<file path="src/rtl/multicycle_ctrl.sv">
`default_nettype none
// ============================================================================
// Module      : multicycle_ctrl
// Description : Multi-cycle RV32I control unit. Combines the opcode decoder
//               with a FETCH/DECODE/EXEC/MEM/WB sequencer. It talks req/ack to
//               the instruction and data memories and start/done to an
//               optional multiply/divide unit. A bus timeout and an
//               undecodable opcode both lead to a sticky TRAP state. A
//               retired-instruction counter is also kept.
// Revision    : 1.0 - initial release
// ----------------------------------------------------------------------------
// Parameters  : ENABLE_M    - 1: R-type with instr_m_bit=1 goes to the MDU
//                             0: such an instruction is illegal
//               MEM_TIMEOUT - max wait cycles for an ack in FETCH/MEM
//                             (0 disables the timeout)
//               CNT_W       - width of the retired-instruction counter
// Ports       : clk, rst_n (synchronous, active-low)
//               opcode, instr_m_bit            - instruction fields from the IR
//               im_ack, dm_ack, mdu_done       - handshake returns
//               im_req, dm_req, dm_we          - memory requests
//               mdu_start, ir_write, pc_write,
//               reg_write                      - one-cycle control pulses
//               imm_type .. branch             - decoded datapath controls,
//                                                registered in DECODE
//               illegal_instr, bus_err, halted - trap status
//               state_o, retired               - observability
// ============================================================================
module multicycle_ctrl #(
    parameter int ENABLE_M    = 1,
    parameter int MEM_TIMEOUT = 16,
    parameter int CNT_W       = 32
) (
    input  logic             clk,
    input  logic             rst_n,
    input  logic [6:0]       opcode,
    input  logic             instr_m_bit,
    input  logic             im_ack,
    input  logic             dm_ack,
    input  logic             mdu_done,
    output logic             im_req,
    output logic             dm_req,
    output logic             dm_we,
    output logic             mdu_start,
    output logic             ir_write,
    output logic             pc_write,
    output logic             reg_write,
    output logic [2:0]       imm_type,
    output logic [2:0]       alu_op,
    output logic             pc_to_reg_src,
    output logic             alu_src,
    output logic             rd_src,
    output logic             mem_read,
    output logic             mem_write,
    output logic             mem_to_reg,
    output logic [1:0]       branch,
    output logic             illegal_instr,
    output logic             bus_err,
    output logic             halted,
    output logic [2:0]       state_o,
    output logic [CNT_W-1:0] retired
);

    typedef enum logic [2:0] {
        S_FETCH    = 3'd0,
        S_DECODE   = 3'd1,
        S_EXEC     = 3'd2,
        S_MEM      = 3'd3,
        S_WB       = 3'd4,
        S_MDU_WAIT = 3'd5,
        S_TRAP     = 3'd7
    } state_t;

    typedef struct packed {
        logic [2:0] imm_type;
        logic [2:0] alu_op;
        logic       pc_to_reg_src;
        logic       alu_src;
        logic       rd_src;
        logic       mem_read;
        logic       mem_write;
        logic       mem_to_reg;
        logic       reg_wr;
        logic       is_mdu;
        logic [1:0] branch;
    } dec_t;

    localparam logic [6:0] C_OP_R      = 7'b0110011;
    localparam logic [6:0] C_OP_LOAD   = 7'b0000011;
    localparam logic [6:0] C_OP_OPIMM  = 7'b0010011;
    localparam logic [6:0] C_OP_JALR   = 7'b1100111;
    localparam logic [6:0] C_OP_STORE  = 7'b0100011;
    localparam logic [6:0] C_OP_BRANCH = 7'b1100011;
    localparam logic [6:0] C_OP_AUIPC  = 7'b0010111;
    localparam logic [6:0] C_OP_LUI    = 7'b0110111;
    localparam logic [6:0] C_OP_JAL    = 7'b1101111;

    state_t            r_state;
    state_t            w_next;
    dec_t              r_dec;
    dec_t              w_dec;
    logic              w_illegal;
    logic              r_illegal;
    logic              r_bus_err;
    logic [CNT_W-1:0]  r_retired;
    logic              w_timeout;

    logic w_im_req;
    logic w_dm_req;
    logic w_ir_write;
    logic w_pc_write;
    logic w_reg_write;
    logic w_mdu_start;
    logic w_set_illegal;
    logic w_set_bus_err;

    // ------------------------------------------------------------------
    // Opcode decoder. Illegal opcodes keep the default row.
    // ------------------------------------------------------------------
    always_comb begin
        w_dec        = '0;
        w_dec.alu_op = 3'd2;
        w_illegal    = 1'b0;
        case (opcode)
            C_OP_R: begin
                if (instr_m_bit) begin
                    if (ENABLE_M != 0) begin
                        w_dec.alu_op  = 3'd6;
                        w_dec.alu_src = 1'b1;
                        w_dec.reg_wr  = 1'b1;
                        w_dec.is_mdu  = 1'b1;
                    end else begin
                        w_illegal = 1'b1;
                    end
                end else begin
                    w_dec.alu_op  = 3'd0;
                    w_dec.alu_src = 1'b1;
                    w_dec.reg_wr  = 1'b1;
                end
            end
            C_OP_LOAD: begin
                w_dec.mem_read   = 1'b1;
                w_dec.mem_to_reg = 1'b1;
                w_dec.reg_wr     = 1'b1;
            end
            C_OP_OPIMM: begin
                w_dec.alu_op = 3'd1;
                w_dec.reg_wr = 1'b1;
            end
            C_OP_JALR: begin
                w_dec.alu_op = 3'd3;
                w_dec.rd_src = 1'b1;
                w_dec.reg_wr = 1'b1;
                w_dec.branch = 2'd2;
            end
            C_OP_STORE: begin
                w_dec.imm_type  = 3'd1;
                w_dec.mem_write = 1'b1;
            end
            C_OP_BRANCH: begin
                w_dec.imm_type = 3'd2;
                w_dec.alu_op   = 3'd4;
                w_dec.alu_src  = 1'b1;
                w_dec.branch   = 2'd1;
            end
            C_OP_AUIPC: begin
                w_dec.imm_type      = 3'd3;
                w_dec.pc_to_reg_src = 1'b1;
                w_dec.rd_src        = 1'b1;
                w_dec.reg_wr        = 1'b1;
            end
            C_OP_LUI: begin
                w_dec.imm_type = 3'd3;
                w_dec.alu_op   = 3'd5;
                w_dec.reg_wr   = 1'b1;
            end
            C_OP_JAL: begin
                w_dec.imm_type = 3'd4;
                w_dec.rd_src   = 1'b1;
                w_dec.reg_wr   = 1'b1;
                w_dec.branch   = 2'd3;
            end
            default: w_illegal = 1'b1;
        endcase
    end

    // ------------------------------------------------------------------
    // Bus-wait timeout. The counter is zero whenever the FSM is not
    // actively waiting, so it is clear on every entry to FETCH or MEM.
    // An ack in the final cycle takes priority over the timeout.
    // ------------------------------------------------------------------
    generate
        if (MEM_TIMEOUT > 0) begin : g_timeout
            localparam int WAIT_W = (MEM_TIMEOUT > 1) ? $clog2(MEM_TIMEOUT) : 1;

            logic [WAIT_W-1:0] r_wait_cnt;
            logic              w_waiting;

            assign w_waiting = ((r_state == S_FETCH) && !im_ack) ||
                               ((r_state == S_MEM)   && !dm_ack);
            assign w_timeout = w_waiting &&
                               (r_wait_cnt == WAIT_W'(MEM_TIMEOUT - 1));

            always_ff @(posedge clk) begin
                if (!rst_n) begin
                    r_wait_cnt <= '0;
                end else if (w_waiting && !w_timeout) begin
                    r_wait_cnt <= r_wait_cnt + WAIT_W'(1);
                end else begin
                    r_wait_cnt <= '0;
                end
            end
        end else begin : g_no_timeout
            assign w_timeout = 1'b0;
        end
    endgenerate

    // ------------------------------------------------------------------
    // Next-state and control pulses
    // ------------------------------------------------------------------
    always_comb begin
        w_next        = r_state;
        w_im_req      = 1'b0;
        w_dm_req      = 1'b0;
        w_ir_write    = 1'b0;
        w_pc_write    = 1'b0;
        w_reg_write   = 1'b0;
        w_mdu_start   = 1'b0;
        w_set_illegal = 1'b0;
        w_set_bus_err = 1'b0;
        case (r_state)
            S_FETCH: begin
                w_im_req = 1'b1;
                if (im_ack) begin
                    w_ir_write = 1'b1;
                    w_next     = S_DECODE;
                end else if (w_timeout) begin
                    w_set_bus_err = 1'b1;
                    w_next        = S_TRAP;
                end
            end
            S_DECODE: begin
                if (w_illegal) begin
                    w_set_illegal = 1'b1;
                    w_next        = S_TRAP;
                end else begin
                    w_next = S_EXEC;
                end
            end
            S_EXEC: begin
                if (r_dec.is_mdu) begin
                    w_mdu_start = 1'b1;
                    w_next      = S_MDU_WAIT;
                end else if (r_dec.mem_read || r_dec.mem_write) begin
                    w_next = S_MEM;
                end else begin
                    w_next = S_WB;
                end
            end
            S_MDU_WAIT: begin
                if (mdu_done) begin
                    w_next = S_WB;
                end
            end
            S_MEM: begin
                w_dm_req = 1'b1;
                if (dm_ack) begin
                    // Stores have nothing to write back, so they retire here.
                    if (r_dec.mem_write) begin
                        w_pc_write = 1'b1;
                        w_next     = S_FETCH;
                    end else begin
                        w_next = S_WB;
                    end
                end else if (w_timeout) begin
                    w_set_bus_err = 1'b1;
                    w_next        = S_TRAP;
                end
            end
            S_WB: begin
                w_reg_write = r_dec.reg_wr;
                w_pc_write  = 1'b1;
                w_next      = S_FETCH;
            end
            S_TRAP: begin
                w_next = S_TRAP;
            end
            default: begin
                w_next = S_FETCH;
            end
        endcase
    end

    // ------------------------------------------------------------------
    // Sequential state
    // ------------------------------------------------------------------
    always_ff @(posedge clk) begin
        if (!rst_n) begin
            r_state   <= S_FETCH;
            r_illegal <= 1'b0;
            r_bus_err <= 1'b0;
            r_retired <= '0;
        end else begin
            r_state <= w_next;
            if (w_set_illegal) begin
                r_illegal <= 1'b1;
            end
            if (w_set_bus_err) begin
                r_bus_err <= 1'b1;
            end
            if (w_pc_write) begin
                r_retired <= r_retired + CNT_W'(1);
            end
        end
    end

    // Decoded fields are captured in DECODE and held until the next DECODE.
    always_ff @(posedge clk) begin
        if (!rst_n) begin
            r_dec        <= '0;
            r_dec.alu_op <= 3'd2;
        end else if (r_state == S_DECODE) begin
            r_dec <= w_dec;
        end
    end

    // ------------------------------------------------------------------
    // Outputs. Requests and pulses are gated by rst_n so that nothing is
    // issued while reset is held, even though the state already reads FETCH.
    // ------------------------------------------------------------------
    assign im_req    = w_im_req    & rst_n;
    assign dm_req    = w_dm_req    & rst_n;
    assign dm_we     = w_dm_req    & rst_n & r_dec.mem_write;
    assign ir_write  = w_ir_write  & rst_n;
    assign pc_write  = w_pc_write  & rst_n;
    assign reg_write = w_reg_write & rst_n;
    assign mdu_start = w_mdu_start & rst_n;

    assign imm_type      = r_dec.imm_type;
    assign alu_op        = r_dec.alu_op;
    assign pc_to_reg_src = r_dec.pc_to_reg_src;
    assign alu_src       = r_dec.alu_src;
    assign rd_src        = r_dec.rd_src;
    assign mem_read      = r_dec.mem_read;
    assign mem_write     = r_dec.mem_write;
    assign mem_to_reg    = r_dec.mem_to_reg;
    assign branch        = r_dec.branch;

    assign illegal_instr = r_illegal;
    assign bus_err       = r_bus_err;
    assign halted        = (r_state == S_TRAP);
    assign state_o       = r_state;
    assign retired       = r_retired;

endmodule
`default_nettype wire

</file>
<file path="config.mk">
export PLATFORM = sky130hd
export DESIGN_NAME = multicycle_ctrl
export DESIGN_NICKNAME = d
export VERILOG_FILES = /design/src/rtl/multicycle_ctrl.sv
export SDC_FILE = /design/constraint.sdc
export NUM_CORES = 1
export LEC_CHECK = 0
export CAP_MARGIN = 20
export CORE_MARGIN = 2
export CORE_UTILIZATION = 30
export CTS_CLUSTER_SIZE = 25
export DETAILED_ROUTE_END_ITERATION = 10
export PLACE_DENSITY = 0.64
export SLEW_MARGIN = 30
export SYNTH_ARGS = -nofsm -noshare
export SYNTH_HDL_FRONTEND = slang
export SYNTH_SLANG_ARGS = --single-unit
</file>
<file path="constraint.sdc">
create_clock -name clk -period 2.6 [get_ports clk]
set_input_delay 0.26 -clock clk [delete_from_list [all_inputs] [get_ports clk]]
set_output_delay 0.26 -clock clk [all_outputs]
set_load 0.01 [all_outputs]
</file>
---- Word-level counts from Yosys, hierarchy flattened ----
Index checks and enable logic that the tools add are counted.
Widths: inputs -> output; s select.
operators by class
  $add $sub $neg .......................... 2
  eq/ne operators ......................... 17
  multiplexer cells ....................... 37
  bitwise gates (word level) .............. 7
  reductions and logical operators ........ 16
operators with widths
  operator               count
  $add 32x1->32 const B  1
  $mux 3                 9
  $mux 1                 22
  $eq 7x6->1 const B     3
  $eq 7x7->1 const B     3
  $pmux 3 s6             1
  $pmux 3 s5             1
  $eq 7x5->1 const B     2
  $pmux 3 s4             1
  $eq 3x3->1 const B     3
  $reduce_or 9->1        1
  $and 1x1->1            7
  $eq 7x2->1 const B     1
  $reduce_or 7->1        1
  $eq 3x2->1 const B     2
  $pmux 2 s3             1
  $add 4x1->4 const B    1
  $eq 4x4->1 const B     1
  $logic_and 1x1->1      4
  $pmux 1 s2             2
  $reduce_or 2->1        2
  $eq 3x1->1 const B     1
  $logic_not 1->1        3
  $logic_not 3->1        1
  other kinds (4)        5
storage, ports and cells
  flip-flop bits (word level) ............. 56

---- Depth between registers and ports, before layout ----
Gate-level depths: netlist of the first run.
  word-level depth ........................ 7
  gate-level depth with buffers ........... 7
  mapped depth without buffers ............ 5

---- Worst setup path after synthesis of the first run ----
OpenSTA, ideal clock, no wires.
  kind .................................... reg2reg
  start ................................... reg r_retired[4] (netlist: retired[4])
  end ..................................... reg r_retired[23] (netlist: retired[23])
  arrival time ............................ 1.606 ns
  data required time ...................... 2.530 ns
  setup slack ............................. 0.923 ns
  stages on the path, launching flop included .. 6
  period minus slack after synthesis ...... 1.677 ns
  path through ............................ dfxtp_1 -> and4_1 -> nand4_2 -> buf_2 -> or4_1 -> a21oi_1
between the ends
  cells in the longest elaborated chain, start to end .. 1
RTL lines
  element                 line  source
  start, declared         104   logic [CNT_W-1:0] r_retired;
  start signal, assigned  311   r_retired <= r_retired + CNT_W'(1);
  $add 32x1->32           311
Every way passes these cells.
A chain may end at the register's enable or synchronous reset.

---- Worst setup path in the final report of the first run ----
  start ................................... reg r_state[0] (netlist: state_o[0])
  end ..................................... out dm_we
between the ends
  cells in the longest elaborated chain, start to end .. 4
RTL lines
  element                   line  source
  start, declared           97    state_t r_state;
  start signal, assigned    303   r_state <= w_next;
  $eq 3x2->1                230   case (r_state)
  $mux 1                    230
  $and 1x1->1 (2 in a row)  332   assign dm_we = w_dm_req & rst_n & r_dec.mem_write;
  end, declared             42    output logic dm_we,
Every way passes these cells.

==> results.json, run 1 <==
{
  "cts-root-buf": "clkbuf_8",
  "fp.dieH_um": 103,
  "drt_iter0_markers": 109,
  "htreeDepth": 2,
  "path_clk_slew_ps": 100,
  "fill_cells": 1028,
  "cp_num_buf_inv": 2,
  "p_int_uw": 1420,
  "worst_slew_pin_slew_ps": 534,
  "syn_inst": 358,
  "hp-class": "flop to flop",
  "fin_area_um2": 3800,
  "worstSetupPathType": "flop to output pin",
  "crit_path_end_kind": "output pin",
  "cts_setup_buffers": 0,
  "syn_nets": 373,
  "synth-seq-cells": 56,
  "slowest_delay_ps": 670,
  "cts_tree": "built",
  "ys_types": 52,
  "setup_violations": 0,
  "drtPass1Iterations": 4,
  "grt_pass1_wl_um": 12400,
  "slew_violations": 0,
  "num_rows": 36,
  "crit_arrival_ps": 2110,
  "fin_crit_ps": 2370,
  "routedWlPerCell_um": 14.1,
  "wirelength_um": 7650,
  "seq_power_share_pct": 48.7,
  "dieWidth_um": 103,
  "synth_ff_type": "dfxtp_1",
  "maxCapViolCount": 0,
  "final.setup.worst_slack_ps": 229,
  "grt_overflow": 0,
  "area_growth_syn_to_layout_pct": 29.2,
  "dp_hpwl_um": 5250,
  "fin_cells": 544,
  "cts.sink_count": 56,
  "p_comb_share_pct": 27.6,
  "synth_area_per_cell_um2": 8.21,
  "yosysWarnings": 0,
  "start_util_pct": 30.5,
  "ys_seq_area_share_pct": 38.1,
  "grt_setup_unrepaired": "no",
  "crit_fanout": 18,
  "final_common_cell": "clkdlybuf4s50_1",
  "cp.required_ps": 2340,
  "io_pins": 72,
  "fin_skew_ps": 14.5,
  "grt_util_all_layers_pct": 14.5,
  "cp-start-kind": "flop",
  "grt_pass1_vias": 2583,
  "fin_nets": 425,
  "tns_ps": 0,
  "fmax_mhz": 422,
  "gp_congestion": 0.827,
  "viasPerCell": 5.29,
  "ys_async_sr_fraction_pct": 0,
  "irDropWorstVdd_uv": 419,
  "status": "finished clean",
  "vias": 2878,
  "largest_reg_flops": 32,
  "place_ws_ps": 422,
  "netlist_area_um2": 2940,
  "dpl-instance-area_um2": 3710,
  "cts_buffers": 5,
  "switching_share_pct": 32.5,
  "slew_headroom_pct": 64.4,
  "cts_buffer_depth": 2,
  "power_density_nw_per_um2": 553,
  "final_cell_mix": "clkdlybuf4s50_1 (71), dfxtp_1 (55), a21oi_1 (32)",
  "power_frac_clock_pct": 23.7,
  "drive_above_1_share_pct": 5.35,
  "insertedDiodeCount": 0,
  "power_switching_uw": 684,
  "drc": 0,
  "path_cells": "inv_1 > nor2_1 > and3_1 > and2_1 > clkdlybuf4s50_1",
  "cp_top_family": "flip-flops",
  "synth-edff-count": 0,
  "dp.cells": 536,
  "hold_violations": 0,
  "grt_max_degree": 35,
  "antenna_left": 0,
  "die-area_um2": 10600,
  "clk_latency_ps": 310,
  "port_buffers": 71,
  "slowest_stage": "dfxtp_1",
  "core_area_um2": 9640,
  "finalCritPeriodShare_pct": 91.2,
  "leakagePower_uw": 0.00125,
  "antenna_found_initial": 0
}
==> power groups by stage <==
| stage | clock [uW] | combinational [uW] | sequential, uW |
|---|---|---|---|
| after floorplan | 0 | 367 | 1020 |
| after global placement | 0 | 570 | 1040 |
| after detailed placement | 0 | 582 | 1040 |
| after CTS | 518 | 585 | 1020 |
| after global routing | 548 | 645 | 1040 |
| final | 497 | 580 | 1020 |
==> logic make-up (layout without fill, tap and decap cells) <==
kind of cell	count (synthesis)	count (layout)	share of synthesized area (%)
compound gates	92	92	19.9
xor+xnor	6	6	1.79
flops	56	56	38.1
buf+inv	43	96	6.94
simple gates	151	151	29.7
mux	8	8	2.72
fa+ha+maj	2	2	0.851
==> worst paths after layout <==
path              cells past startpoint  slack [ps]                     from                       end
setup / recovery                      5         230  state_o[0]$_SDFFE_PN0P_                     dm_we
setup reg to reg                      4         470  retired[4]$_SDFFE_PN0P_  retired[20]$_SDFFE_PN0P_
hold reg to reg                       2         460   branch[1]$_SDFFE_PN0P_    branch[1]$_SDFFE_PN0P_
hold / removal                        2         460   branch[1]$_SDFFE_PN0P_    branch[1]$_SDFFE_PN0P_
==> layout make-up <==
type	instances	area, um2	share of cell area (%)
clock buffers	5	68.8	1.81
clock inverters	3	22.5	0.593
inverters	9	33.8	0.889
multi-input cells	259	1620	42.5
flip-flops and latches	56	1120	29.5
well taps	133	166	4.38
repair buffers	79	771	20.3
==> worst reg2reg max path, stage by stage, from the launching register on <==
cell     delay (ps)
dfxtp_1         450
and4_1          340
nand4_2         470
or4_1           630
a21oi_1         180
==> metrics by stage <==
step,util (%),hold slack (ps),power [uW]
after floorplan,-,399,1380
after global placement,38.5,433,1610
after detailed placement,38.5,445,1620
after CTS,39.4,468,2120
after global routing,39.4,487,2230
final,39.4,462,2100
==> repair_timing <==
action / in CTS / in global routing
hold buffers: 0 / 0
setup endpoints to repair: 0 / 1
endpoints found under the hold margin: 0 / 0
gates resized for setup: 0 / 1
==> metal layers <==
metal / GRT usage, % / share of wire (%) / vias up
met5: 0 / 0 / -
met3: 2.85 / 3.9 / 4
met1: 18.8 / 47 / 1377
met2: 24.8 / 49 / 66
met4: 3.34 / 0.46 / 0
li1: - / - / 1431
==> Yosys cell counts, drive strengths merged (3+ instances only) <==
cell	n	area (um2)
nor3b	3	27.5
xor2	4	35.0
nor4	10	62.6
o31a	3	26.3
and2	4	25.0
a32oi	3	26.3
nand3	17	85.1
o31ai	12	90.1
and4	6	52.6
nand2	26	97.6
a22oi	3	22.5
a21oi	32	160
mux2i	8	80.1
or4	11	82.6
nand4	8	56.3
o21ai	18	90.1
or3	10	62.6
nand3b	4	30.0
nor3	4	20.0
clkbuf	18	68.8
nand2b	11	68.8
and3	10	62.6
dfxtp	56	1120
buf	16	101
inv	8	30.0
o21a	5	37.5
nor2	20	75.1
No activity file was read; power rests on OpenSTA's default activity.
==> inputs of run 2 (changes only) <==
Settings changed: CORE_UTILIZATION 30 to 35, PLACE_DENSITY 0.64 to 0.71, RECOVER_POWER set to 50.
==> results.json, run 2 (synthesized netlist as in run 1, its figures left out) <==
{
  "status": "finished clean",
  "finalCritPeriodShare_pct": 91.1,
  "min-delay-start": "g_timeout.r_wait_cnt[0]$_SDFF_PN0_",
  "fmax_mhz": 422,
  "core_area_um2": 8180,
  "cts_buffers": 5,
  "grt_util_all_layers_pct": 16.7,
  "irDropWorstVdd_uv": 269,
  "cts_hold_buf": 0,
  "path_clk_slew_ps": 90,
  "drc": 0,
  "fin_nets": 425,
  "cts_resized": 0,
  "grt_overflow": 0,
  "final.setup.worst_slack_ps": 233,
  "antenna_left": 0,
  "grt_max_degree": 35,
  "fin_crit_ps": 2370,
  "cts_buffer_depth": 2,
  "tns_ps": 0,
  "cts_setup_buffers": 0,
  "reg2reg_to": "retired[21]$_SDFFE_PN0P_",
  "setup_violations": 0,
  "slowest_delay_ps": 670,
  "die-area_um2": 9150,
  "port_buffers": 71,
  "largest_reg_flops": 32,
  "slowest_stage": "dfxtp_1",
  "dp.cells": 508,
  "start_util_pct": 36.0,
  "fin_skew_ps": 11.6,
  "num_rows": 33,
  "worst_slew_pin_slew_ps": 629,
  "hold_violations": 0,
  "worstSetupPathType": "flop to output pin",
  "grt_pass1_wl_um": 12400,
  "grt_setup_unrepaired": "no",
  "reg2reg_depth": 4,
  "insertedDiodeCount": 0,
  "fp.dieH_um": 95.7,
  "cp.required_ps": 2340,
  "maxCapViolCount": 0,
  "routedWlPerCell_um": 14.5,
  "viasPerCell": 5.61,
  "vias": 2897,
  "cts.sink_count": 56,
  "crit_path_end_kind": "output pin",
  "whs_ps": 460,
  "final_common_cell": "dfxtp_1",
  "path_cells": "nor3b_2 > a41oi_1 > nor2_1 > clkdlybuf4s50_1",
  "crit_arrival_ps": 2110,
  "drive_above_1_share_pct": 4.62,
  "cts_tree": "built",
  "io_pins": 72,
  "dieWidth_um": 95.7,
  "leakagePower_uw": 0.00141,
  "cp-start-kind": "flop",
  "cts-root-buf": "clkbuf_8",
  "grt_pass1_vias": 2681,
  "hold_path_depth": 1,
  "clk_latency_ps": 320,
  "fin_cells": 516,
  "r2r_start": "retired[4]$_SDFFE_PN0P_",
  "antenna_found_initial": 0,
  "final_cell_mix": "dfxtp_1 (56), dlygate4sd3_1 (49), a21oi_1 (32)",
  "slew_headroom_pct": 58.0,
  "dp_hpwl_um": 5210,
  "hold_end": "g_timeout.r_wait_cnt[0]$_SDFF_PN0_",
  "area_growth_syn_to_layout_pct": 27.8,
  "power_density_nw_per_um2": 550,
  "place_ws_ps": 387,
  "slew_violations": 0,
  "drt_iter0_markers": 150,
  "wirelength_um": 7460,
  "crit_fanout": 18,
  "rrSetupSlack_ps": 540,
  "gp_congestion": 0.912,
  "hp-class": "flop to flop",
  "htreeDepth": 2,
  "drtPass1Iterations": 4
}
[run 2: cell types whose count changed in the layout (fill, tap and decap cells not counted), sizes merged]
| cell | change |
|---|---|
| buf | -2 |
| clkdlybuf4s50 | -49 |
| clkinv | -2 |
| clkbuf | +2 |
| dlygate4sd3 | +49 |
| inv | +1 |
| clkinvlp | +1 |
[run 2: how the worst max path moves through the flow]
| stage | to | startpoint |
|---|---|---|
| after floorplan | retired[23]$_SDFFE_PN0P_ | retired[4]$_SDFFE_PN0P_ |
| after global placement | pc_write | dm_ack |
| after detailed placement | pc_write | dm_ack |
| after CTS | pc_write | state_o[0]$_SDFFE_PN0P_ |
| after global routing | pc_write | state_o[0]$_SDFFE_PN0P_ |
| final | pc_write | state_o[0]$_SDFFE_PN0P_ |
[run 2: critical path, delay by kind of cell (launching register included)]
kind,cells,cell delay (ps)
flops,1,670
simple gates,2,220
buf+inv,1,490
compound gates,1,410
[run 2: per-layer routing]
metal / track usage [%] / routed length [um] / share of wire, %
met1: 22.3 / 3380 / 45
met2: 27.5 / 3590 / 48
met3: 3.00 / 403 / 5.4
met4: 4.88 / 86 / 1.2
met5: 0 / 0 / 0
[run 2: final cells by class]
class | instances | area, um2
repair buffers | 79 | 763
flip-flops and latches | 56 | 1120
multi-input cells | 259 | 1620
well taps | 105 | 131
inverters | 9 | 33.8
clock buffers | 5 | 68.8
clock inverters | 3 | 25.0
fillers | 815 | 4420
[run 2: where the power goes]
part           internal (uW)  switching (uW)
combinational            259             294
sequential               934            81.1
clock                    197             301
total                   1390             677
[run 2: through the flow]
step                      util, %  power [uW]  cell area [um2]
after floorplan                 -        1380             2940
after global placement       44.9        1610             3670
after detailed placement     44.9        1610             3670
after CTS                    46.1        2120             3770
after global routing         46.0        2190             3760
final                        46.0        2070             3760
